$ cat src/rtl/alu_pkg.sv
// Shared definitions for the serial-opcode ALU and its upstream command driver.
package alu_pkg;

  localparam logic [1:0] OP_ADD  = 2'b00;
  localparam logic [1:0] OP_SUB  = 2'b01;
  localparam logic [1:0] OP_PAR  = 2'b10;
  localparam logic [1:0] OP_COMP = 2'b11;

  // Number of cycles opcode_valid stays high for one ALU command.
  localparam int unsigned ALU_PROTO_LEN = 3;

  typedef enum logic [2:0] {
    ST_IDLE,
    ST_SEND_OP0,
    ST_SEND_OP1,
    ST_SEND_B,
    ST_WAIT_DONE,
    ST_RESP
  } drv_state_e;

endpackage

$ cat src/rtl/alu_cmd_driver.sv
// Accepts a parallel ALU request, serializes it onto the ALU's three-cycle
// opcode/data protocol, waits for done (or timeout) and returns the response.
module alu_cmd_driver
  import alu_pkg::*;
#(
  parameter int unsigned DATA_WIDTH = 8,
  parameter int unsigned TIMEOUT    = 16
) (
  input  logic                  clk,
  input  logic                  reset,
  input  logic                  req_valid,
  output logic                  req_ready,
  input  logic [1:0]            req_opcode,
  input  logic [DATA_WIDTH-1:0] req_a,
  input  logic [DATA_WIDTH-1:0] req_b,
  output logic                  alu_opcode_valid,
  output logic                  alu_opcode,
  output logic [DATA_WIDTH-1:0] alu_data,
  input  logic                  alu_done,
  input  logic [DATA_WIDTH-1:0] alu_result,
  input  logic                  alu_overflow,
  output logic                  rsp_valid,
  input  logic                  rsp_ready,
  output logic [DATA_WIDTH-1:0] rsp_result,
  output logic                  rsp_overflow,
  output logic                  rsp_timeout
);

  localparam int unsigned     CNT_W    = $clog2(TIMEOUT + 1);
  localparam logic [CNT_W-1:0] CNT_LAST = CNT_W'(TIMEOUT - 1);

  drv_state_e            state;
  logic [1:0]            op_q;
  logic [DATA_WIDTH-1:0] a_q;
  logic [DATA_WIDTH-1:0] b_q;
  logic [DATA_WIDTH-1:0] res_q;
  logic                  ovf_q;
  logic                  tmo_q;
  logic [CNT_W-1:0]      cnt;

  always_ff @(posedge clk or posedge reset) begin
    if (reset) begin
      state <= ST_IDLE;
      op_q  <= '0;
      a_q   <= '0;
      b_q   <= '0;
      res_q <= '0;
      ovf_q <= 1'b0;
      tmo_q <= 1'b0;
      cnt   <= '0;
    end else begin
      case (state)
        ST_IDLE: begin
          if (req_valid) begin
            op_q  <= req_opcode;
            a_q   <= req_a;
            b_q   <= req_b;
            state <= ST_SEND_OP0;
          end
        end
        ST_SEND_OP0: state <= ST_SEND_OP1;
        ST_SEND_OP1: state <= ST_SEND_B;
        ST_SEND_B: begin
          cnt   <= '0;
          state <= ST_WAIT_DONE;
        end
        ST_WAIT_DONE: begin
          // done takes priority over a timeout expiring in the same cycle
          if (alu_done) begin
            res_q <= alu_result;
            ovf_q <= alu_overflow;
            tmo_q <= 1'b0;
            state <= ST_RESP;
          end else if (cnt == CNT_LAST) begin
            res_q <= '0;
            ovf_q <= 1'b0;
            tmo_q <= 1'b1;
            state <= ST_RESP;
          end else if (cnt != '1) begin
            cnt <= cnt + 1'b1;
          end
        end
        ST_RESP: begin
          if (rsp_ready) state <= ST_IDLE;
        end
        default: state <= ST_IDLE;
      endcase
    end
  end

  always_comb begin
    req_ready        = 1'b0;
    alu_opcode_valid = 1'b0;
    alu_opcode       = 1'b0;
    alu_data         = '0;
    rsp_valid        = 1'b0;
    case (state)
      ST_IDLE:     req_ready = 1'b1;
      ST_SEND_OP0: begin
        alu_opcode_valid = 1'b1;
        alu_opcode       = op_q[0];
      end
      ST_SEND_OP1: begin
        alu_opcode_valid = 1'b1;
        alu_opcode       = op_q[1];
        alu_data         = a_q;
      end
      ST_SEND_B: begin
        alu_opcode_valid = 1'b1;
        alu_data         = b_q;
      end
      ST_RESP:     rsp_valid = 1'b1;
      default: ;
    endcase
  end

  assign rsp_result   = res_q;
  assign rsp_overflow = ovf_q;
  assign rsp_timeout  = tmo_q;

endmodule

$ cat config.mk
export PLATFORM = sky130hd
export DESIGN_NAME = alu_cmd_driver
export DESIGN_NICKNAME = d
export VERILOG_FILES = /design/src/rtl/alu_pkg.sv /design/src/rtl/alu_cmd_driver.sv
export SDC_FILE = /design/constraint.sdc
export NUM_CORES = 1
export LEC_CHECK = 0
export BUFFER_PORTS_ARGS = -buffer_cell sky130_fd_sc_hd__buf_2
export CAP_MARGIN = 20
export CORE_MARGIN = 2
export CORE_UTILIZATION = 45
export DETAILED_ROUTE_END_ITERATION = 8
export GPL_TIMING_DRIVEN = 0
export HOLD_SLACK_MARGIN = 0.02
export PLACE_DENSITY = 0.72
export SYNTH_ARGS = -nofsm -noshare
export SYNTH_HDL_FRONTEND = slang
export SYNTH_SLANG_ARGS = --single-unit
$ cat constraint.sdc
create_clock -name clk -period 4.4 [get_ports clk]
set_input_delay 0.22 -clock clk [delete_from_list [all_inputs] [get_ports clk]]
set_output_delay 0.22 -clock clk [all_outputs]
set_load 0.05 [all_outputs]
* Word level (Yosys, flattened, before mapping)
Index checks and enable logic that the tools add are counted. W data, S select, Z words.
Cells by class: add/subtract/negate cells 1, multiply operators 0, div/mod/pow operators 0, $lt $le $gt $ge 0, eq/ne operators 13, shifts and indexed selects 0, mux-type cells 20, bitwise gates (word level) 0, reductions and logical operators 8
Operators by type and width (count):
- $pmux W3 S6 | 1
- $mux W8 | 2
- $pmux W8 S2 | 1
- $mux W5 | 3
- $mux W3 | 4
- $ne A2 B2 Y1 const B | 5
- $pmux W5 S2 | 1
- $mux W1 | 7
- $eq A3 B2 Y1 const B | 2
- $eq A3 B3 Y1 const B | 2
- $add A5 B1 Y5 const B | 1
- $eq A5 B4 Y1 const B | 1
- $ne A5 B5 Y1 const B | 1
- $reduce_and A2 Y1 | 2
- $reduce_and A4 Y1 | 1
- $reduce_bool A2 Y1 | 2
- $eq A3 B1 Y1 const B | 1
- $logic_not A3 Y1 | 1
- $ne A3 B3 Y1 const B | 1
- $reduce_and A3 Y1 | 1
- $reduce_or A3 Y1 | 1
- $pmux W1 S2 | 1
Storage, ports and cells: bits in registers 36, bits in latches 0, RAM bits 0, ROM bits 0, output and inout port bits 22, logic and storage cells 50, memories kept 0

* Longest topological paths before layout
Gate-level depths: netlist of run 1.
depth in word-level cells 5, gate-level depth with buffers 6, gate-level depth less buffers 6

* Least setup slack after synthesis of run 1
OpenSTA, ideal clock, no wires.
kind register to register, start point register state[1], end point register a_q[7], setup time 0.127 ns, arrival 2.415 ns, slack 1.858 ns, cell stages (with the launch flop) 6, path buffers 2, cell sequence dfrtp_1 nor3_1 and2_1 buf_2 buf_6 mux2_1
On the way: longest elaborated chain between the ends 2
RTL lines:
- start, declared | line alu_cmd_driver.sv:32 | drv_state_e state;
- start signal, assigned | line alu_cmd_driver.sv:43 | state <= ST_IDLE;
- start signal, assigned | line alu_cmd_driver.sv:58 | state <= ST_SEND_OP0;
- start signal, assigned | line alu_cmd_driver.sv:61 | ST_SEND_OP0: state <= ST_SEND_OP1;
- $logic_not A3 Y1 | line alu_cmd_driver.sv:52 | case (state)
- $reduce_and A2 Y1 (no line)
- end signal, assigned | line alu_cmd_driver.sv:56 | a_q <= req_a;
- end, declared | line alu_cmd_driver.sv:34 | logic [DATA_WIDTH-1:0] a_q;
Every way passes these cells. A chain may end at the register's enable or synchronous reset.

* Worst setup path in the final report of run 1
start point register cnt[0], end point register cnt[2]
On the way: longest elaborated chain between the ends 5, elaborated cells between the ends (all ways) 10
RTL lines:
- start, declared | line alu_cmd_driver.sv:39 | logic [CNT_W-1:0] cnt;
- start signal, assigned | line alu_cmd_driver.sv:80 | cnt <= cnt + 1'b1;
- $add A5 B1 Y5 | line alu_cmd_driver.sv:80
- $mux W5 | line alu_cmd_driver.sv:79 | end else if (cnt != '1) begin
- $mux W5 | line alu_cmd_driver.sv:74 | end else if (cnt == CNT_LAST) begin
- $mux W5 | line alu_cmd_driver.sv:69 | if (alu_done) begin
- $pmux W5 S2 | line alu_cmd_driver.sv:52
Several ways; a longest one is shown, not always the timed one. The select of a mux whose other input is x is not followed.

==> impl_results.md, run 1 <==
* Result of the run: finished clean
* Top post-synthesis cells by count: sky130_fd_sc_hd__dfrtp_1 (36), sky130_fd_sc_hd__nor2_1 (13), sky130_fd_sc_hd__mux2_1 (10)
* Worst slew margin relative to its limit at 0.553
* Start-to-end type of the worst setup path: reg -> reg
* Portion of synthesized cell area occupied by the leading cell type at 0.536
* Cells after Synth at 136
* Wire length per cell after detailed routing at 14.1 um
* Number of hold violations in the final report at 0
* Data required time of the critical path at 4.58 ns
* Maximum clock insertion buffer count at 2
* Post-Syn Area per Cell at 12.4 um^2
* Distinct cells, synth at 35
* Number of buffers created by CTS at 5
* Antenna violations before repair at 0
* Resize count post-CTS at 0
* Warnings from Yosys at 0
* Type of the tightest min-delay check: in -> reg
* Fill count at 312
* Clock edge transition at the registers on the reported setup and hold paths at 0.07 ns
* First-pass GRT wire length at roughly 5800 um
* Total Routed Length at between 3000 and 4000 um
* Non-Filler Instances at 247
* Width of the die at 65.1 um
* Fraction of layout instances using a drive strength above 1 at 0.402
* Area of the die at roughly 4200 um^2
* Gp weighted congestion at approximately 0.79
* Placed cells at 238
* Number of clock sinks seen by CTS at 36
* Final number of max-transition violations at 0
* Worst endpoint data arrival time at 2.31 ns
* Inserted Diodes at 0
* Effective utilization at floorplan at 0.463
* Maximum number of pins on one net before global-route repair at 24
* H-tree depth reported by CTS at 2
* Vias in the first global route at 1302
* Number of design rule violations left after detail routing at 0
* Cell taking the most area after synthesis: sky130_fd_sc_hd__dfrtp_1
* Global-route track usage on met3 at 0.0839
* M1 GR Usage at 0.216
* Sequential area share after synthesis at 0.536
* Pre-CTS setup slack at 2.30 ns
* Layout Skew at 0.00752 ns
* Startpoint kind of the worst setup timing path: flop
* Cell at the root of the clock tree: sky130_fd_sc_hd__clkbuf_8
* Final critical path time including I/O delays and setup at 2.13 ns
* TritonCTS clock tree: built
* Power Dens Cells at 810 nW/um^2
* Placeable core region at 3630 um^2
* Max-capacitance violation count at 0
* Max Clock Freq at 469 MHz
* Maximum fanout along the worst path at 5
* Die height at approximately 65 um
* Via total after detailed routing at 1297
* Most utilized layer in the global route result: met2
* Clk Latency, worst-skew pair at between 0.2 and 0.3 ns
* Number of nets in the layout at 233
* Post-detailed-placement half-perimeter wirelength at 2640 um
* Unrepaired setup endpoints after global routing: false
* Final critical-path setup slack at 2.27 ns
* Number of enable flip-flop cells after synthesis at 0
* Worst vdd rail ir drop at 412 uV
* Residual overflow from global routing at 0
* Most common cell in the synthesized netlist: sky130_fd_sc_hd__dfrtp_1
* Number of placed I/O pins at between 50 and 60
* Syn nets at 171
* Setup total negative slack at 0 ns
* Count of final setup violators at 0
* Port Buffers at 53
* Capturing element type of the critical path: flop
* Post-synth design cell area at 1680 um^2
* Final core utilization at 0.592
* Global Route Usage Sum at 0.185
* Fraction of registers with async set or reset after synthesis at 1.00
* Post-detailed-route count of antenna-violating nets at 0
* Growth of design area from synthesis to finish at 28.0%
* #FFs+latches synth at 36
* Static leakage at between 1 and 1.5 nW
* Period Utilization, post-route at 0.485
* Area contributors post-synth: sky130_fd_sc_hd__dfrtp_1 (54%), sky130_fd_sc_hd__mux2_1 (6.7%), sky130_fd_sc_hd__mux2_2 (5.4%)
* Vias per cell at 5.25
* Top flip-flop cell by instance count after synthesis: sky130_fd_sc_hd__dfrtp_1
* Global routing usage on met2 at 0.299
* Iteration count of the initial detailed-routing pass at 4
* Row count at 22
* 1st-iter DRT viols at 57
* Slew at the pin closest to its max-slew limit at around 0.67 ns
report_power, final:
part	internal (mW)	total (mW)	switching, mW
clock network	0.168	0.287	0.119
logic	0.302	0.887	0.585
registers	0.484	0.570	0.0857
area by class of cell:
class	count	area, um^2	area share
flip-flops and latches	36	901	0.419
well taps	48	60.1	0.0279
repair buffers	55	303	0.141
clock buffers	6	72.6	0.0337
inverters	3	11.3	0.00523
multi-input cells	88	713	0.331
plain buffers	9	56.3	0.0262
clock inverters	2	35.0	0.0163
sequential cells by signal (all words and copies together), names as in the netlist:
signal	flops
op_q	2
rsp_timeout	1
a_q	8
state	3
cnt	5
rsp_result	8
b_q	8
rsp_overflow	1
kinds of logic after synthesis:
kind of cell | share of synthesized area
DFF | 0.536
adders and majority gates | 0.0223
muxes | 0.177
buffers and inverters | 0.0402
AOI/OAI and AO/OA | 0.105
and+or+nand+nor | 0.115
xor gates and xnor gates | 0.00521
critical path, cell delays in order, from the launching register on:
cell,delay [ns]
sky130_fd_sc_hd__dfrtp_1,0.41
sky130_fd_sc_hd__ha_1,0.23
sky130_fd_sc_hd__and3_1,0.21
sky130_fd_sc_hd__ha_1,0.19
sky130_fd_sc_hd__or3_1,0.42
sky130_fd_sc_hd__o21a_4,0.25
sky130_fd_sc_hd__a211o_1,0.30
stage by stage:
stage | instance area (um^2) | total power [mW] | hold slack [ns]
detailed placement | 2030 | 1.47 | 0.329
floorplan | 1680 | 1.26 | 0.355
global route | 2150 | 1.84 | 0.132
CTS | 2150 | 1.76 | 0.135
global placement | 2010 | 1.43 | 0.437
finish | 2150 | 1.74 | 0.138
layout by cell type, fill, tap and decap left out, drive strengths merged, types with 3 or more instances in the layout:
cell / n
and3: 3
nand3b: 4
mux2i: 8
buf: 62
a22o: 9
ha: 3
dfrtp: 36
mux2: 19
nand2: 3
a21oi: 3
nor2: 13
inv: 3
clkbuf: 7
timing repair:
action / 4_1_cts / 5_1_grt
setup buffers: 0 / 0
hold endpoints to repair: 13 / 0
hold buffers: 1 / 0
layer usage:
metal | wire, um | vias up
met5 | 0 | -
met2 | 1730 | 31
li1 | - | 610
met4 | 48 | 0
met3 | 220 | 6
met1 | 1490 | 650
final timing paths:
kind | from | to | slack, ns | depth (start not counted)
hold / removal | req_b[6] | b_q[6] | 0.14 | 2
max in group asynchronous | reset | rsp_result[3] | 3.33 | 4
setup reg to reg | cnt[0] | cnt[2] | 2.27 | 6
setup / recovery | cnt[0] | cnt[2] | 2.27 | 6
hold reg to reg | b_q[1] | b_q[1] | 0.49 | 1
min in group asynchronous | reset | cnt[2] | 0.54 | 3
Power figures use the tool's default switching activity.
==> run 2: changes to the inputs <==
--- a/config.mk
+++ b/config.mk
@@ -5,6 +5,7 @@
 export SDC_FILE = /design/constraint.sdc
 export NUM_CORES = 1
 export LEC_CHECK = 0
+export ABC_AREA = 1
 export BUFFER_PORTS_ARGS = -buffer_cell sky130_fd_sc_hd__buf_2
 export CAP_MARGIN = 20
 export CORE_MARGIN = 2
@@ -12,7 +13,7 @@
 export DETAILED_ROUTE_END_ITERATION = 8
 export GPL_TIMING_DRIVEN = 0
 export HOLD_SLACK_MARGIN = 0.02
-export PLACE_DENSITY = 0.72
+export PLACE_DENSITY = 0.71
 export SYNTH_ARGS = -nofsm -noshare
 export SYNTH_HDL_FRONTEND = slang
 export SYNTH_SLANG_ARGS = --single-unit
==> constraint.sdc (replaced) <==
create_clock -name clk -period 2.1 [get_ports clk]
set_input_delay 0.105 -clock clk [delete_from_list [all_inputs] [get_ports clk]]
set_output_delay 0.105 -clock clk [all_outputs]
set_load 0.05 [all_outputs]
==> impl_results.md, run 2 <==
* Worst vdd rail ir drop at 1010 uV (+150%)
* Post-detailed-placement half-perimeter wirelength at 2550 um (-3.5%)
* Residual overflow from global routing at 0 (unchanged)
* Worst slew margin relative to its limit at 0.509 (-0.0438)
* Inserted Diodes at 0 (unchanged)
* Xor/xnor share of the synthesized area at 0 (-0.00521)
* Fraction of registers with async set or reset after synthesis at 1.00 (unchanged)
* Global Route Usage Sum at 0.196 (+0.0105)
* Number of enable flip-flop cells after synthesis at 0 (unchanged)
* Static leakage at 1.21 nW (+9.1%)
* Highest-delay cell along the critical path: sky130_fd_sc_hd__dfrtp_1
* Capture point of the critical path: alu_data[3]
* Iteration count of the initial detailed-routing pass at 4 (unchanged)
* Gp weighted congestion at 0.774 (-2.4%)
* Sequential area share after synthesis at 0.500 (-0.0357)
* Worst endpoint data arrival time at 1.71 ns (-0.60 ns)
* Warnings from Yosys at 0 (unchanged)
* Vias per cell at 4.71 (-10%)
* Synth Area in Adders at 0.0208 (-0.00149)
* Width of the die at 67.3 um (+3.3%)
* Capturing point of the worst reg2reg path: rsp_overflow
* Clk Latency, worst-skew pair at 0.28 ns (about the same)
* Vias in the first global route at 1404 (+7.8%)
* Antenna violations before repair at 0 (unchanged)
* Port Buffers at 53 (unchanged)
* Number of buffers created by CTS at 5 (unchanged)
* Final critical path time including I/O delays and setup at 1.82 ns
* Cells after Synth at 195 (+43%)
* Cell at the root of the clock tree: sky130_fd_sc_hd__clkbuf_8
* Distinct cells, synth at 24 (-31%)
* Cell taking the most area after synthesis: sky130_fd_sc_hd__dfrtp_1
* Total Routed Length at 3710 um (+6.4%)
* Layout Skew at 0.00485 ns (-0.00268 ns)
* Launching instance or port of the critical path: state[2]
* Post-detailed-route count of antenna-violating nets at 0 (unchanged)
* First-pass GRT wire length at 6560 um (+12%)
* Final number of max-transition violations at 0 (unchanged)
* Stage delay of the slowest cell on the critical path at 0.45 ns (+0.03 ns)
* Power consumption at 3.80 mW (+120%)
* Worst setup slack for register-to-register paths at 0.46 ns (-1.81 ns)
* Post-synthesis simple-gate area fraction at 0.240 (+0.126)
* Row count at 22 (unchanged)
* Startpoint kind of the worst setup timing path: flop
* Portion of synthesized cell area occupied by the leading cell type at 0.500 (-0.0357)
* Die height at 67.3 um (+3.3%)
* Top flip-flop cell by instance count after synthesis: sky130_fd_sc_hd__dfrtp_1
* Max Clock Freq at ~550 MHz
* Effective utilization at floorplan at 0.481 (+0.0185)
* Via total after detailed routing at 1460 (+13%)
* Growth of design area from synthesis to finish at 27.6%
* Result of the run: finished clean
* Flip-flop and latch area at 901 um^2 (unchanged)
* Wire length per cell after detailed routing at 12.0 um (-15%)
* Start-to-end type of the worst setup path: reg -> out
* Cell family with the largest share of critical-path delay: buffers and inverters
* Commonest non-fill, non-tap cells in the layout: sky130_fd_sc_hd__buf_2 (53), sky130_fd_sc_hd__nand2_1 (43), sky130_fd_sc_hd__dfrtp_1 (36), sky130_fd_sc_hd__inv_1 (25), sky130_fd_sc_hd__a21oi_2 (18)
* Capturing element type of the critical path: primary output
* Number of design rule violations left after detail routing at 0 (unchanged)
* Max-capacitance violation count at 0 (unchanged)
* Number of nets in the layout at 297 (+27%)
* Area of the die at 4530 um^2 (+6.7%)
* Buffers inserted during post-CTS setup optimization at 0 (unchanged)
* Setup total negative slack at 0 ns (unchanged)
* Hold depth at 3 (+1)
* Number of logic stages on the critical path including buffering at 4 (-2)
* Area of the multi-input gates at 734 um^2 (+3.0%)
* Maximum number of pins on one net before global-route repair at 37 (+54%)
* Syn nets at 230 (+35%)
* Power Dens Cells at 1660 nW/um^2 (+100%)
* Compound-Gate Fraction of Synth Area at 0.144 (+0.0388)
* Count of final setup violators at 0 (unchanged)
* Register-to-Register Path Depth at 10 (+4)
* H-tree depth reported by CTS at 2 (unchanged)
* Top post-synthesis cells by count: sky130_fd_sc_hd__nand2_1 (43), sky130_fd_sc_hd__dfrtp_1 (36), sky130_fd_sc_hd__inv_1 (26)
* #FFs+latches synth at 36 (unchanged)
* Combinational family with the most area after synthesis: simple AND/OR/NAND/NOR gates
* Most frequent standard cell in the layout excluding fill and tap cells: sky130_fd_sc_hd__buf_2
* Number of placed I/O pins at 54 (unchanged)
* 1st-iter DRT viols at 81 (+42%)
* Type of the tightest min-delay check: in -> reg
* Post-synth design cell area at 1800 um^2 (+7.1%)
* Maximum fanout along the worst path at 10 (+5)
* Placeable core region at 3740 um^2 (+3.0%)
* Unrepaired setup endpoints after global routing: false
* Fraction of layout instances using a drive strength above 1 at 0.427 (+0.0255)
* Data required time of the critical path at 2.00 ns (-2.58 ns)
* Number of hold violations in the final report at 0 (unchanged)
* R2r startpoint: cnt[0]
* Period Utilization, post-route at 0.866
* Critical path buffer and inverter count at 2 (+2)
* Maximum clock insertion buffer count at 2 (unchanged)
* Proportion of synthesized area in mux cells at 0 (-0.177)
* Area contributors post-synth: sky130_fd_sc_hd__dfrtp_1 (50%), sky130_fd_sc_hd__nand2_1 (9.0%), sky130_fd_sc_hd__a21oi_2 (8.8%)
* Fill count at 335 (+7.4%)
* Post-Syn Area per Cell at 9.24 um^2 (-25%)
* Number of clock sinks seen by CTS at 36 (unchanged)
* Clock edge transition at the registers on the reported setup and hold paths at 0.07 ns (about the same)
* Most common cell in the synthesized netlist: sky130_fd_sc_hd__nand2_1
* TritonCTS clock tree: built
* Worst-path cell chain: inv_2 -> nand3_2 -> o22ai_1 -> buf_2
* Slew at the pin closest to its max-slew limit at 0.735 ns (+0.0691 ns)
[run 2: power by group]
group	switching [mW]	internal (mW)	total, mW	leakage, nW
combinational	1.59	0.578	2.17	0.739
clock	0.228	0.292	0.520	0.0503
sequential	0.134	0.983	1.12	0.425
[run 2: cells by family (layout without fill, tap and decap cells)]
family          count (synthesis)  after routing
simple gates                   86             86
fa+ha+maj                       3              3
buf+inv                        35            102
compound gates                 35             35
flops                          36             36
[run 2: worst min-delay path by stage]
| stage | start | to |
|---|---|---|
| after floorplan | alu_done | rsp_timeout |
| after global placement | alu_result[1] | rsp_result[1] |
| after detailed placement | reset | rsp_result[6] |
| after CTS | alu_result[2] | rsp_result[2] |
| after global routing | alu_done | rsp_timeout |
| final | alu_result[2] | rsp_result[2] |
[run 2: worst min-delay path, cell delays in order]
cell and delay, ns:
sky130_fd_sc_hd__buf_2 0.08, sky130_fd_sc_hd__nand2_1 0.05, sky130_fd_sc_hd__nand2_1 0.05
[run 2: repair_timing]
item	CTS	global route
endpoints found under the setup margin	0	1
hold buffers	7	0
resized for setup	0	1
endpoints found under the hold margin	42	0
[run 2: layer usage]
metal | global-route usage | vias to the layer above | wire length [um]
met5 | 0 | - | 0
met4 | 0.0536 | 0 | 27
met3 | 0.0633 | 4 | 197
met2 | 0.302 | 30 | 1760
met1 | 0.267 | 678 | 1730
li1 | - | 748 | -
[run 2: stage by stage]
stage          hold WS, ns  std cells  worst slack (ns)  area, um^2  utilization
6_report            0.0287        310             0.282        2300        0.614
5_1_grt             0.0237        310             0.171        2300        0.614
4_1_cts             0.0202        310            0.0926        2290        0.613
3_5_place_dp         0.275        296             0.406        2130        0.568
3_3_place_gp         0.299        296             0.414        2130        0.568
2_1_floorplan        0.185        195             0.351        1800            -
[run 2: final cells by class]
cell class / instances / share of cell area
flip-flops and latches: 36 / 0.392
multi-input cells: 124 / 0.320
repair buffers: 60 / 0.146
inverters: 30 / 0.0501
clock buffers: 7 / 0.0419
well taps: 48 / 0.0261
plain buffers: 5 / 0.0245
